===== src/rtl/muldiv_iter.sv =====
// Iterative RV32M multiply/divide unit: shift-add multiply and restoring divide,
// one bit per cycle, with a start/done handshake and synchronous kill.
module muldiv_iter #(
    parameter int XLEN = 32
) (
    input  logic            clk,
    input  logic            rst,
    input  logic            start,
    input  logic            kill,
    input  logic [2:0]      func3,
    input  logic [XLEN-1:0] a,
    input  logic [XLEN-1:0] b,
    output logic            busy,
    output logic            done,
    output logic [XLEN-1:0] result
);

    localparam int CW = $clog2(XLEN);
    localparam logic [CW-1:0] CNT_TOP = CW'(XLEN - 1);
    localparam logic [CW-1:0] CNT_ONE = CW'(1);
    localparam logic [XLEN-1:0] MOST_NEG = {1'b1, {(XLEN-1){1'b0}}};

    typedef enum logic [1:0] {IDLE, CALC, FIX, DONE} state_t;

    state_t state, state_nxt;

    logic [2:0]        op;
    logic              neg_res, neg_rem;
    logic [XLEN-1:0]   ma, mb;
    logic [2*XLEN-1:0] prod;
    logic [XLEN-1:0]   rem;
    logic [CW-1:0]     cnt;

    logic              accept, a_sgn, b_sgn, div_zero, ovf, special;
    logic [XLEN-1:0]   abs_a, abs_b, special_res;
    logic [XLEN:0]     mul_sum, div_sh, div_diff;
    logic              div_ok;
    logic [2*XLEN-1:0] prod_fix;
    logic [XLEN-1:0]   quo_fix, rem_fix, fix_res;

    assign accept = (state == IDLE || state == DONE) && start && !kill;
    assign busy   = (state == CALC) || (state == FIX);
    assign done   = (state == DONE);

    // Signed operands: a for MULH/MULHSU/DIV/REM, b for MULH/DIV/REM.
    assign a_sgn = a[XLEN-1] & (func3 == 3'b001 || func3 == 3'b010 ||
                                func3 == 3'b100 || func3 == 3'b110);
    assign b_sgn = b[XLEN-1] & (func3 == 3'b001 || func3 == 3'b100 ||
                                func3 == 3'b110);
    assign abs_a = a_sgn ? -a : a;
    assign abs_b = b_sgn ? -b : b;

    assign div_zero    = func3[2] && (b == '0);
    assign ovf         = func3[2] && !func3[0] && (a == MOST_NEG) && (b == '1);
    assign special     = div_zero || ovf;
    assign special_res = div_zero ? (func3[1] ? a : '1) : (func3[1] ? '0 : a);

    // Multiply: low half of prod holds the remaining multiplier bits,
    // high half accumulates; one right shift per cycle.
    assign mul_sum = {1'b0, prod[2*XLEN-1:XLEN]} + (prod[0] ? {1'b0, ma} : '0);

    // Divide: dividend bits leave the top of prod's low half while quotient
    // bits enter at the bottom.
    assign div_sh   = {rem, prod[XLEN-1]};
    assign div_diff = div_sh - {1'b0, mb};
    assign div_ok   = !div_diff[XLEN];

    assign prod_fix = neg_res ? -prod : prod;
    assign quo_fix  = neg_res ? -prod[XLEN-1:0] : prod[XLEN-1:0];
    assign rem_fix  = neg_rem ? -rem : rem;

    always_comb begin
        fix_res = rem_fix;
        case (op)
            3'b000:                 fix_res = prod_fix[XLEN-1:0];
            3'b001, 3'b010, 3'b011: fix_res = prod_fix[2*XLEN-1:XLEN];
            3'b100, 3'b101:         fix_res = quo_fix;
            default:                fix_res = rem_fix;
        endcase
    end

    always_ff @(posedge clk or negedge rst) begin
        if (!rst) state <= IDLE;
        else      state <= state_nxt;
    end

    always_comb begin
        state_nxt = state;
        if (kill) begin
            state_nxt = IDLE;
        end else begin
            case (state)
                IDLE, DONE: state_nxt = start ? (special ? DONE : CALC) : IDLE;
                CALC:       if (cnt == '0) state_nxt = FIX;
                FIX:        state_nxt = DONE;
                default:    state_nxt = IDLE;
            endcase
        end
    end

    always_ff @(posedge clk or negedge rst) begin
        if (!rst) begin
            op      <= '0;
            neg_res <= 1'b0;
            neg_rem <= 1'b0;
            ma      <= '0;
            mb      <= '0;
            prod    <= '0;
            rem     <= '0;
            cnt     <= '0;
            result  <= '0;
        end else if (accept) begin
            op      <= func3;
            neg_res <= a_sgn ^ b_sgn;
            neg_rem <= a_sgn;
            ma      <= abs_a;
            mb      <= abs_b;
            prod    <= {{XLEN{1'b0}}, func3[2] ? abs_a : abs_b};
            rem     <= '0;
            cnt     <= CNT_TOP;
            if (special) result <= special_res;
        end else if (!kill) begin
            case (state)
                CALC: begin
                    if (op[2]) begin
                        rem  <= div_ok ? div_diff[XLEN-1:0] : div_sh[XLEN-1:0];
                        prod <= {prod[2*XLEN-1:XLEN], prod[XLEN-2:0], div_ok};
                    end else begin
                        prod <= {mul_sum, prod[XLEN-1:1]};
                    end
                    cnt <= cnt - CNT_ONE;
                end
                FIX:     result <= fix_res;
                default: ;
            endcase
        end
    end

endmodule


===== config.mk =====
export PLATFORM = sky130hd
export DESIGN_NAME = muldiv_iter
export DESIGN_NICKNAME = d
export VERILOG_FILES = /design/src/rtl/muldiv_iter.sv
export SDC_FILE = /design/constraint.sdc
export NUM_CORES = 1
export LEC_CHECK = 0
export BUFFER_PORTS_ARGS = -buffer_cell sky130_fd_sc_hd__buf_2
export CAP_MARGIN = 10
export CORE_ASPECT_RATIO = 1.75
export CORE_MARGIN = 2
export CORE_UTILIZATION = 35
export DETAILED_ROUTE_END_ITERATION = 10
export HOLD_SLACK_MARGIN = 0.15
export MAX_ROUTING_LAYER = met4
export PLACE_DENSITY = 0.61
export SLEW_MARGIN = 10
export SYNTH_ARGS = -nofsm -noshare
export SYNTH_HDL_FRONTEND = slang
export SYNTH_SLANG_ARGS = --single-unit

===== constraint.sdc =====
create_clock -name clk -period 8.46 [get_ports clk]
set_input_delay 2.538 -clock clk [delete_from_list [all_inputs] [get_ports clk]]
set_output_delay 2.538 -clock clk [all_outputs]
set_load 0.02 [all_outputs]

# Yosys cells after proc, flatten, opt, wreduce, memory -nomap -nowiden
# Cells that the tools add are included.
[word_totals]
register_bits = 204
inputBits = 71
output_inout_bits = 34
elab_cells = 103
[classes]
n_addsub = 8
n_eq_ne = 18
n_mux = 32
n_bitwise = 3
reduce_logical = 31
[op_table]
columns = ["operator", "n"]
rows = [
  ["32-bit 2-to-1 mux", 18],
  ["64-bit 2-to-1 mux", 5],
  ["32-bit negation", 4],
  ["32-bit case mux with 3 select lines", 1],
  ["32-bit equality test (second input constant)", 2],
  ["64-bit negation", 1],
  ["32-bit by 32-bit adder with 33-bit output", 1],
  ["33-bit by 32-bit subtractor with 33-bit output", 1],
  ["32-bit zero test", 1],
  ["5-bit 2-to-1 mux", 3],
  ["3-bit equality test (second input constant)", 4],
  ["3-bit by 2-bit equality test with 1-bit output (second input constant)", 3],
  ["3-bit AND reduction", 3],
  ["1-bit logical OR", 8],
  ["2-bit 2-to-1 mux", 4],
  ["3-bit by 1-bit equality test with 1-bit output (second input constant)", 2],
  ["1-bit logical AND", 6],
  ["2-bit by 1-bit inequality test with 1-bit output (second input constant)", 3],
  ["2-bit case mux with 3 select lines", 1],
  ["2-bit nonzero test", 3],
  ["5-bit zero test", 1],
  ["5-bit by 1-bit subtractor with 5-bit output (second input constant)", 1],
  ["2-bit equality test (second input constant)", 2],
  ["2-bit OR reduction", 2],
  ["9 further kinds", 12],
]

# Depth between registers and ports, before layout
[depth]
word_depth = 9
depth_mapped = 14
mapped_depth_nobuf = 13

# Worst setup path before layout
# Ideal clock, no wire load.
[synth_timing]
kind = "in2reg"
from = "in b[5]"
to = "reg prod[27]"
setup_ns = 0.140
t_arrival_ns = 4.746
required_ns = 8.320
setup_slack_ns = 3.574
stages = 7
path_buffers = 0
cell_sequence = "or4_1 -> or4_1 -> nor4_2 -> nand2_1 -> o41ai_1 -> xor2_1 -> o221ai_1"
[synth_between]
elab_chain_len = 4
[synth_lines]
columns = ["item", "line_no", "rtl"]
rows = [
  ["start: declaration", "12", "input logic [XLEN-1:0] b,"],
  ["32-bit negation", "51", "assign abs_b = b_sgn ? -b : b;"],
  ["32-bit 2-to-1 mux", "51", ""],
  ["32-bit 2-to-1 mux", "118", "prod <= {{XLEN{1'b0}}, func3[2] ? abs_a : abs_b};"],
  ["64-bit 2-to-1 mux", "112", "end else if (accept) begin"],
  ["end signal: assignment", "118", ""],
  ["end signal: assignment", "127", "prod <= {prod[2*XLEN-1:XLEN], prod[XLEN-2:0], div_ok};"],
  ["end signal: assignment", "129", "prod <= {mul_sum, prod[XLEN-1:1]};"],
  ["end: declaration", "30", "logic [2*XLEN-1:0] prod;"],
]
# Every way passes these cells.
# A chain may end at the register's enable or synchronous reset.

# Worst setup path after layout
[layout_timing]
from = "in b[17]"
to = "reg result[29]"
[layout_between]
elab_chain_len = 5
elab_cells_between_ends = 10
classes_between = "eq/ne (2); mux (3); reduce/logical (5)"
[layout_lines]
columns = ["item", "line_no", "rtl"]
rows = [
  ["32-bit equality test or 32-bit zero test (tied branches)", "54, 53", ""],
  ["1-bit logical AND, on equally long branches", "54, 53", ""],
  ["1-bit logical OR or 32-bit 2-to-1 mux (tied branches)", "55, 56", ""],
  ["2-bit by 1-bit inequality test with 1-bit output (no line) or 32-bit 2-to-1 mux (tied branches)", "-", ""],
  ["3-bit AND reduction (no line) or 32-bit 2-to-1 mux (tied branches)", "-", ""],
  ["end signal: assignment", "121", "if (special) result <= special_res;"],
  ["end signal: assignment", "133", "FIX: result <= fix_res;"],
  ["end: declaration", "15", "output logic [XLEN-1:0] result"],
]
# Several ways; a longest one is shown, not always the timed one. The select of a mux whose other input is x is not followed.

==> flow_summary.yaml <==
power:
  leakage_nw: 8.09
  vdd_drop_max_uv: 160
  power.density_nw_per_um2: 324
  combPwrFrac: 0.542
  switching_share: 0.486
  internal-power_mw: 3.15
  p_clk_frac: 0.166
  netSwitchingPower_mw: 2.98
  seqPwrFrac: 0.292
detailed_routing:
  drc_errors: 0
  ant_nets: 0
  drtPass1Iterations: 5
  avgRoutedWirePerCell_um: 21.8
  viasPerCell: 5.79
  vias: 16500
  route.final.wire_length_mm: 62.3
  drt_iter0_markers: 1109
timing:
  hold-worst-slack_ns: 0.470
  rsz0062_at_grt: "no"
  timing.setup.tns_ns: 0
  report.final.slew_viol_count: 0
  fmax_mhz: 174
  min_period_ns: 5.76
  finalClockSkew_ns: 0.0220
  finalCritPeriodShare: 0.681
  worst_pin_slew_ns: 1.21
  slew-limit-headroom: 0.188
  setup_viol: 0
  finalWorstSetupSlack_ns: 2.70
  hold_viol_final: 0
cts:
  cts_buffers: 22
  post_cts_buffers: 0
  cts_htree_levels: 1
  clkLatencyLatePin_ns: 0.55
  cts_num_sinks: 204
  clockBufferDepth: 3
  hold_buffers: 0
  clkTransAtPathRegs_ns: 0.06
  cts_root_buffer: "clkbuf_16"
  cts_resized: 0
  cts_tree: "done"
worst_hold_path:
  hold_start: "ma[9]"
  hp-class: "register to register"
synthesis:
  synth.largest_area_cell: "dfrtp_1"
  synthesis.nets: 2301
  synth_most_common_cell: "nand2_1"
  yosysWarnings: 0
  synth.area.top_cells: "dfrtp_1, o21ai_0, nand2_1"
  syn_inst: 2154
  syn_area_per_cell_sq_um: 7.93
  synthTopCellsByCount: "nand2_1, o21ai_0, dfrtp_1, a21oi_1, nor2_1"
  ys_ff_latch: 204
  synth-async-reset-ratio: 1.00
  synthFlopType: "dfrtp_1"
  ys_seq_area_frac: 0.299
  synth_edf_count: 0
  synth_cell_types: 84
  netlist.area_leader.share: 0.299
  synthesis.area_sq_um: 17100
floorplan:
  dieArea_sq_um: 50600
  chipHeight_um: 296
  core-area_sq_um: 48500
  initial_utilization: 0.352
  rows: 107
  die_x_um: 171
  io_pins: 105
outcome:
  outcome: "finished, final reports clean"
global_route:
  use_met2: 0.441
  overflow: 0
  antenna_found_initial: 3
  grtUsageTotal: 0.251
  grt_max_degree: 126
  grtUsageMet3: 0.0215
  grt_first_pass_wirelength_mm: 95.2
  grt_pass1_vias: 16300
  top_usage_layer: "met2"
  grtUsageMet1: 0.269
setup_path:
  endpoint_kind: "register"
  worstSetupStartpoint: "b[17]"
  required_ns: 8.88
  cp_data_arrival_time_ns: 6.18
  startpoint_type: "primary input"
  reg2reg_from: "prod[26]"
  cp_max_fo: 26
  path_class: "primary input to register"
final_layout:
  final_nets: 2329
  drive_gt1_frac: 0.0937
  num-fill-cells: 5067
  syn2layout_area_growth_pct: 10.8
  stdcell_area_sq_um: 18900
  regArea_sq_um: 5110
  multi_input_area_sq_um: 11300
place:
  dp_slack_ns: 2.24
  gp_congestion: 0.957
  post_dp_cell_area_sq_um: 18200
  portBuffers: 104
  dpl.hpwl_mm: 48.3
job:
  cap_violations: 0
==> metrics by stage <==
stage | instances | utilization | power (mW)
2_1_floorplan | 2154 | - | 4.08
3_3_place_gp | 2812 | 0.375 | 5.02
3_5_place_dp | 2812 | 0.375 | 5.08
4_1_cts | 2852 | 0.390 | 6.12
5_1_grt | 2855 | 0.390 | 6.57
6_report | 2855 | 0.390 | 6.14
==> cells by family after synthesis <==
kind of cell | after synthesis | synth area share
AND/OR/NAND/NOR | 730 | 0.209
multiplexers | 78 | 0.0461
adder cells (fa/ha/maj) | 89 | 0.0642
buffers and inverters | 196 | 0.0443
XOR/XNOR | 183 | 0.0939
AO/OA/AOI/OAI | 674 | 0.243
flip-flops | 204 | 0.299
==> metal layers <==
layer,vias to the layer above,part of all wire
met5,-,0
li1,7851,-
met3,191,0.041
met4,0,0.074
met2,540,0.51
met1,7943,0.38
==> final timing paths <==
path                         endpoint  slack [ns]  cells past startpoint
max in group asynchronous       op[2]        5.05                      2
min reg2reg                     ma[9]        0.47                      2
max reg2reg                result[23]        4.16                      8
min in group asynchronous    prod[59]        2.09                      1
max                        result[29]        2.70                     11
min                             ma[9]        0.47                      2
==> power by group through the flow <==
stage | registers (mW) | clock network (mW) | logic (mW)
after global routing | 1.84 | 1.07 | 3.66
after global placement | 1.79 | 0 | 3.23
after CTS | 1.78 | 1.04 | 3.30
after detailed placement | 1.80 | 0 | 3.28
final | 1.79 | 1.02 | 3.33
after floorplan | 1.68 | 0 | 2.40
==> layout by cell type, fill, tap and decap left out, types with 11 or more instances in the layout <==
master / Yosys / layout
and2_1: 39 / 39
o211ai_1: 41 / 41
a221oi_1: 11 / 11
o21ai_0: 252 / 252
o31ai_1: 34 / 34
buf_4: 1 / 28
ha_1: 74 / 74
xnor2_1: 86 / 86
nor4_1: 20 / 20
clkbuf_16: 0 / 23
nand2_1: 285 / 285
inv_1: 68 / 68
o221ai_1: 16 / 16
a211oi_1: 12 / 12
nand2b_1: 28 / 28
o21ai_1: 14 / 14
nand3_1: 36 / 36
maj3_1: 13 / 13
mux2i_1: 73 / 73
a21o_1: 36 / 36
o22ai_1: 13 / 13
a31oi_1: 15 / 15
buf_2: 10 / 103
nand4_1: 18 / 18
nor2_1: 132 / 129
nor3_1: 59 / 58
dfrtp_1: 204 / 202
a21oi_1: 144 / 141
o41ai_1: 21 / 21
or3_1: 19 / 19
or4_1: 18 / 18
xor2_1: 97 / 97
nor2b_1: 20 / 19
==> worst max-delay path, stage by stage <==
cell and delay (ns):
buf_2 0.12, or4_1 0.59, nor4_1 0.54, nand4_1 0.52, o22ai_1 0.30, buf_4 0.19
nand2_1 0.09, nand2_1 0.79, o21ai_0 0.19, o21ai_0 0.12, o21ba_1 0.18
==> cell type report <==
type / instances / share of cell area
multi-input combinational: 1754 / 0.596
antenna: 3 / 0.000397
clock inverter: 7 / 0.00364
inverter: 68 / 0.0135
tap: 654 / 0.0432
sequential: 204 / 0.270
timing repair buffer: 132 / 0.0391
clock buffer: 33 / 0.0345
==> sequential cells by signal, indices dropped and copies added (netlist names) <==
name / count
neg_res: 1
result: 32
state: 2
cnt: 5
mb: 32
prod: 64
ma: 32
rem: 32
neg_rem: 1
op: 3
(Power assumes the default switching activity.)
